**src/rtl/core_id_issue_pkg.sv**
```systemverilog
// core_id_issue_pkg
// Shared widths for the decode-to-execute issue stage and a small helper
// used by the forwarding select.
//
// Contents:
//   CORE_XLEN              integer register / operand width
//   CORE_PC_SIZE           program counter width
//   CORE_RFIDX_WIDTH       register file index width
//   CORE_IMM_WIDTH         decoded immediate width
//   CORE_DECINFO_BJ_WIDTH  branch/jump decoded instruction bus width
//   CORE_DECINFO_ALU_WIDTH ALU decoded instruction bus width
//   CORE_DECINFO_LSU_WIDTH load/store decoded instruction bus width
//   idx_match()            enable-qualified register index compare
//
// The optional performance counters are enabled by defining the macro
// CORE_ID_PERF_CNT_EN at build time; it is left undefined by default.
package core_id_issue_pkg;

  localparam int CORE_XLEN              = 32;
  localparam int CORE_PC_SIZE           = 32;
  localparam int CORE_RFIDX_WIDTH       = 5;
  localparam int CORE_IMM_WIDTH         = 32;
  localparam int CORE_DECINFO_BJ_WIDTH  = 10;
  localparam int CORE_DECINFO_ALU_WIDTH = 16;
  localparam int CORE_DECINFO_LSU_WIDTH = 12;

  // True when a producer with write-enable 'wen' targets register 'src_idx'.
  function automatic logic idx_match(input logic                        wen,
                                     input logic [CORE_RFIDX_WIDTH-1:0] dst_idx,
                                     input logic [CORE_RFIDX_WIDTH-1:0] src_idx);
    return wen & (dst_idx == src_idx);
  endfunction

endpackage

```
**src/rtl/core_id_fwd_sel.sv**
```systemverilog
// core_id_fwd_sel
// Combinational operand select for one source register of the issue stage.
// Picks, in priority order: zero (x0 or operand not read), the EX result,
// the WB result, then the register file read data. Flags a hazard when the
// EX result is needed but the EX stage has not produced it yet.
//
// Ports:
//   en        stage holds a valid instruction; when low the select idles
//   rs_ren    instruction reads this operand
//   rs_idx    source register index
//   rf_dat    register file read data for rs_idx
//   ex_wen    EX stage will write a register
//   ex_idx    EX destination index
//   ex_dat    EX result (only meaningful when exu_busy is low)
//   exu_busy  EX result not yet resolved (e.g. load in flight)
//   wb_en     WB stage writes a register this cycle
//   wb_idx    WB destination index
//   wb_dat    WB write data
//   op_dat    selected operand value
//   hazard    operand depends on an unresolved EX result
module core_id_fwd_sel
  import core_id_issue_pkg::*;
(
  input  logic                        en,
  input  logic                        rs_ren,
  input  logic [CORE_RFIDX_WIDTH-1:0] rs_idx,
  input  logic [CORE_XLEN-1:0]        rf_dat,
  input  logic                        ex_wen,
  input  logic [CORE_RFIDX_WIDTH-1:0] ex_idx,
  input  logic [CORE_XLEN-1:0]        ex_dat,
  input  logic                        exu_busy,
  input  logic                        wb_en,
  input  logic [CORE_RFIDX_WIDTH-1:0] wb_idx,
  input  logic [CORE_XLEN-1:0]        wb_dat,
  output logic [CORE_XLEN-1:0]        op_dat,
  output logic                        hazard
);

  // x0 reads as zero and is never forwarded, even when a producer claims
  // to write it, so the zero check sits ahead of both forwarding paths.
  // EX is younger than WB, so EX wins when both target the same register.
  always_comb begin
    op_dat = '0;
    hazard = 1'b0;
    if (en && rs_ren && (rs_idx != '0)) begin
      if (idx_match(ex_wen, ex_idx, rs_idx)) begin
        op_dat = ex_dat;
        hazard = exu_busy;
      end else if (idx_match(wb_en, wb_idx, rs_idx)) begin
        op_dat = wb_dat;
      end else begin
        op_dat = rf_dat;
      end
    end
  end

endmodule

```
**config.mk**
```make
export PLATFORM = sky130hd
export DESIGN_NAME = core_id_fwd_sel
export DESIGN_NICKNAME = d
export VERILOG_FILES = /design/src/rtl/core_id_issue_pkg.sv /design/src/rtl/core_id_fwd_sel.sv
export SDC_FILE = /design/constraint.sdc
export NUM_CORES = 1
export LEC_CHECK = 0
export ABC_AREA = 1
export CAP_MARGIN = 30
export CORE_MARGIN = 2
export CORE_UTILIZATION = 25
export DETAILED_ROUTE_END_ITERATION = 10
export PLACE_DENSITY_LB_ADDON = 0.15
export SYNTH_ARGS = -nofsm -noshare
export SYNTH_HDL_FRONTEND = slang
export SYNTH_SLANG_ARGS = --single-unit
```
**constraint.sdc**
```tcl
create_clock -name vclk -period 1.3
set_input_delay 0.195 -clock vclk [all_inputs]
set_output_delay 0.195 -clock vclk [all_outputs]
set_load 0.02 [all_outputs]
```
== Word-level counts from Yosys, hierarchy flattened ==
Cells that the tools add are included.

* Bits in registers: 0
* Bits of input ports: 116
* Output and inout port bits: 33

* Equal/unequal tests: 2
* Mux-type cells: 5
* Bitwise gates (word level): 2
* Reduce and logical (&&, ||, !) cells: 3

{| class="wikitable"
|+ Operator list
! operator !! number
|-
| 2-to-1 mux 32 bit || 3
|-
| equality test 5 bit || 2
|-
| nonzero test 5 bit || 1
|-
| bitwise AND 1 bit || 2
|-
| logical AND 1 bit || 2
|-
| 2-to-1 mux 1 bit || 2
|}

== Longest topological paths before layout ==
* Depth after elaboration: 5
* Mapped depth: 11
* Gate-level depth less buffers: 9

== Worst setup path before layout ==
No wires, ideal clock.

* Path type: input -> output
* Start point: in ex_idx[3]
* End point: out hazard
* Data arrival time: 1103 ps
* Data required time: 1105 ps
* Path slack: 2 ps
* Stages: 8
* Buffers on the path: 2
* Cell sequence: inv_1 > nand2_1 > nand2_1 > nor2_1 > nand3_1 > buf_6 > buf_6 > nor3b_2

* Cells in the longest elaborated chain, start to end: 4

{| class="wikitable"
|+ Ends and longest elaborated chain
! item !! line !! text
|-
| start, declared || core_id_fwd_sel.sv:29 || <nowiki>input logic [CORE_RFIDX_WIDTH-1:0] ex_idx,</nowiki>
|-
| equality test 5 bit || core_id_issue_pkg.sv:31 || <nowiki>return wen & (dst_idx == src_idx);</nowiki>
|-
| bitwise AND 1 bit || core_id_issue_pkg.sv:31 ||
|-
| 2-to-1 mux 1 bit || core_id_fwd_sel.sv:46 || <nowiki>if (idx_match(ex_wen, ex_idx, rs_idx)) begin</nowiki>
|-
| 2-to-1 mux 1 bit || core_id_fwd_sel.sv:45 || <nowiki>if (en && rs_ren && (rs_idx != '0)) begin</nowiki>
|-
| end, declared || core_id_fwd_sel.sv:36 || <nowiki>output logic hazard</nowiki>
|}

No other way between the ends.

== Worst setup path after layout ==
* Start point: in rs_idx[4]
* End point: out op_dat[21]

* Cells in the longest elaborated chain, start to end: 5

{| class="wikitable"
|+ Ends and longest elaborated chain
! item !! line !! text
|-
| start, declared || core_id_fwd_sel.sv:26 || <nowiki>input logic [CORE_RFIDX_WIDTH-1:0] rs_idx,</nowiki>
|-
| equality test 5 bit || core_id_issue_pkg.sv:31 ||
|-
| bitwise AND 1 bit || core_id_issue_pkg.sv:31 ||
|-
| 2-to-1 mux 32 bit || core_id_fwd_sel.sv:49 || <nowiki>end else if (idx_match(wb_en, wb_idx, rs_idx)) begin</nowiki>
|-
| 2-to-1 mux 32 bit || core_id_fwd_sel.sv:46 ||
|-
| 2-to-1 mux 32 bit (*) || core_id_fwd_sel.sv:45 ||
|-
| end, declared || core_id_fwd_sel.sv:35 || <nowiki>output logic [CORE_XLEN-1:0] op_dat,</nowiki>
|}

Mark *: on every way between the ends. The rest lies on a longest branch, timed or not.

==> impl_results.md <==
- CP Capture Type: output pin
- Clock Buffer Count: 0
- Fin crit share: 128%
- Yosys cell types: 13
- Initial DRC count: 120
- Worst EP required: ~1.1 ns
- CP max FO: 5
- Number of I/O port buffers: around 150
- Area of the multi-input gates: between 0.0015 and 0.002 mm^2
- Diode count: 0
- Routed vias: 2620
- Switching share of power: around two fifths
- Placeable Area: about 0.0055 mm^2
- FMAX: 601 MHz
- Status: finished, violations left
- Hold Slack: approximately 1.1 ns
- Row count: 27
- Share of total power in the clock network: 0%
- Register area: 0 um^2
- Final wirelength: about 8300 um
- GRT met3 Usage: 2.15%
- Sequential fraction of the synthesis area: 0%
- Critical Path, Cell by Cell: buf_8, inv_4, nand2_2, nand2_2, nor2_4, buf_6, nand3_4, buf_12, buf_12, nand2_4, nand3_2, nand2_1, inv_1, buf_6
- Post-synth top cells: 92 x nand2_1, 49 x nor2_1, 42 x inv_1, 35 x nand3_1, 32 x nand4_1
- Critical path class: in2out
- Leak: around 2.1 nW
- Critical path startpoint category: input pin
- Initial antenna violation count: 0
- Hold Crit Class: in2out
- Io pins: between 100 and 150
- Final hold vios: 0
- Setup violators final: 33
- Vias in the first global route: about 2.5k
- Met1 usage: about 29%
- DR DRC count: 0
- DRT Pass-1 Iters: 4
- GP Congestion: roughly 0.85
- RSZ-0062 raised after global routing: true
- Seq pwr share: 0%
- Slew headroom: between 80% and 90%
- Final min period: ~1.7 ns
- PwrDens: between 300 and 400 mW/mm^2
- Post-Syn Nets: 418
- Crit-path leading delay family: buffers and inverters
- Cts hold-fix bufs: 0
- Layout Nets: 594
- Final WS setup: -0.363 ns
- Starting Density: 25.8%
- Area grow syn2layout: 195%
- Area leader, netlist: nand2_1
- Max-cap violations: 0
- Final core utilization: 76.1%
- Most frequent cell after synthesis: nand2_1
- Maximum VDD drop: 174 uV
- Vias per cell: 4.78
- M2 GR Usage: 45.3%
- Placed insts: roughly 520
- Worst slew pin tran: 0.229 ns
- Pint: about 0.77 mW
- Die W: between 70 and 80 um
- Crit path DAT: 1.47 ns
- Layout cells sized above 1: approximately 45%
- Final std cells w/o fill: ~550
- Top cells by area, synth: nand2_1 24%, nand4_1 14%, nor2_1 13%
- Top cell type's share of synthesized area: 24.3%
- Total Neg Setup Slack: -10.21 ns
- Post-Syn Instances: around 300
- Max-slew violations: 0
- Die area: 0.00630 mm^2
- Detail Route Antenna Nets: 0
- Hpwl dp: roughly 4400 um
- Avg Cell Area, Syn: about 4.7 um^2
- Die height: approximately 80 um
- Crit-path slowest cell: buf_12
- Cell Area, Synth: roughly 0.0014 mm^2
- Yosys warning total: 0
- GRT busiest layer: met2
- Fillers: approximately 430
- Violated checks: negative setup slack
- Logic pwr share: 100.0%
- First-pass GRT wire length: approximately 12000 um
- Crit path buf inv count: 7
- CP peak stage delay: roughly 0.17 ns
- Largest net degree at the start of global routing: 20
- Congestion Overflow GR: 0
- Seq_cells: 0
- Post-DR wirelength/cell: around 15 um
- Total track usage: a little under a quarter
- Switching power: between 0.5 and 0.6 mW
-- per-stage QoR --
step / setup slack, ns / instance area, um^2 / total power [mW]
finish: -0.363 / 4190 / 1.31
detailed placement: -1.14 / 3060 / 0.918
global route: -0.439 / 4190 / 1.39
global placement: -1.15 / 3060 / 0.911
CTS: -0.321 / 3870 / 1.21
floorplan: 0.00209 / 1420 / 0.361
-- power by group through the flow --
stage | clock (mW) | combinational (mW) | sequential (mW)
global route | 0 | 1.39 | 0
finish | 0 | 1.31 | 0
CTS | 0 | 1.21 | 0
global placement | 0 | 0.911 | 0
floorplan | 0 | 0.361 | 0
detailed placement | 0 | 0.918 | 0
-- routing by layer --
metal  part of all wire, %  up-vias
li1                      -     1309
met1                    38     1186
met2                    54      117
met3                   7.8        8
met4                   1.2        0
met5                     0        -
-- cell families (layout without fill, tap and decap cells) --
| kind of cell | count (synthesis) | count (layout) | share of synthesized area [%] |
|---|---|---|---|
| buffers and inverters | 68 | 242 | 23.0 |
| AND/OR/NAND/NOR | 234 | 234 | 77.0 |
-- cell usage in the layout, fill, tap and decap left out --
cell,instances
buf_12,17
buf_16,12
buf_2,7
buf_4,5
buf_6,45
buf_8,6
clkbuf_16,3
clkbuf_2,1
clkdlybuf4s50_1,97
dlygate4sd2_1,3
inv_1,30
inv_2,14
inv_4,2
nand2_1,55
nand2_2,24
nand2_4,13
nand3_1,10
nand3_2,23
nand3_4,3
nand4_1,32
nor2_1,37
nor2_2,19
nor2_4,16
nor3_4,1
nor3b_2,1
-- timing repair --
item | 4_1_cts | 5_1_grt
resized for setup | 337 | 95
buffers inserted | 17 | 1
pin swaps | 52 | 39
hold endpoints to repair | 0 | 0
setup endpoints to repair | 33 | 33
gates cloned | 14 | 3
-- final timing paths --
check,slack (ns),depth (start not counted),end,from
worst min-delay path,1.07,3,hazard,exu_busy
worst max-delay path,-0.36,14,op_dat[21],rs_idx[4]
-- final cells by class --
class	count	area share, %
multi-input cells	234	35.9
well taps	72	2.15
repair buffers	196	57.7
inverters	46	4.24
No activity file was read; power rests on OpenSTA's default activity.
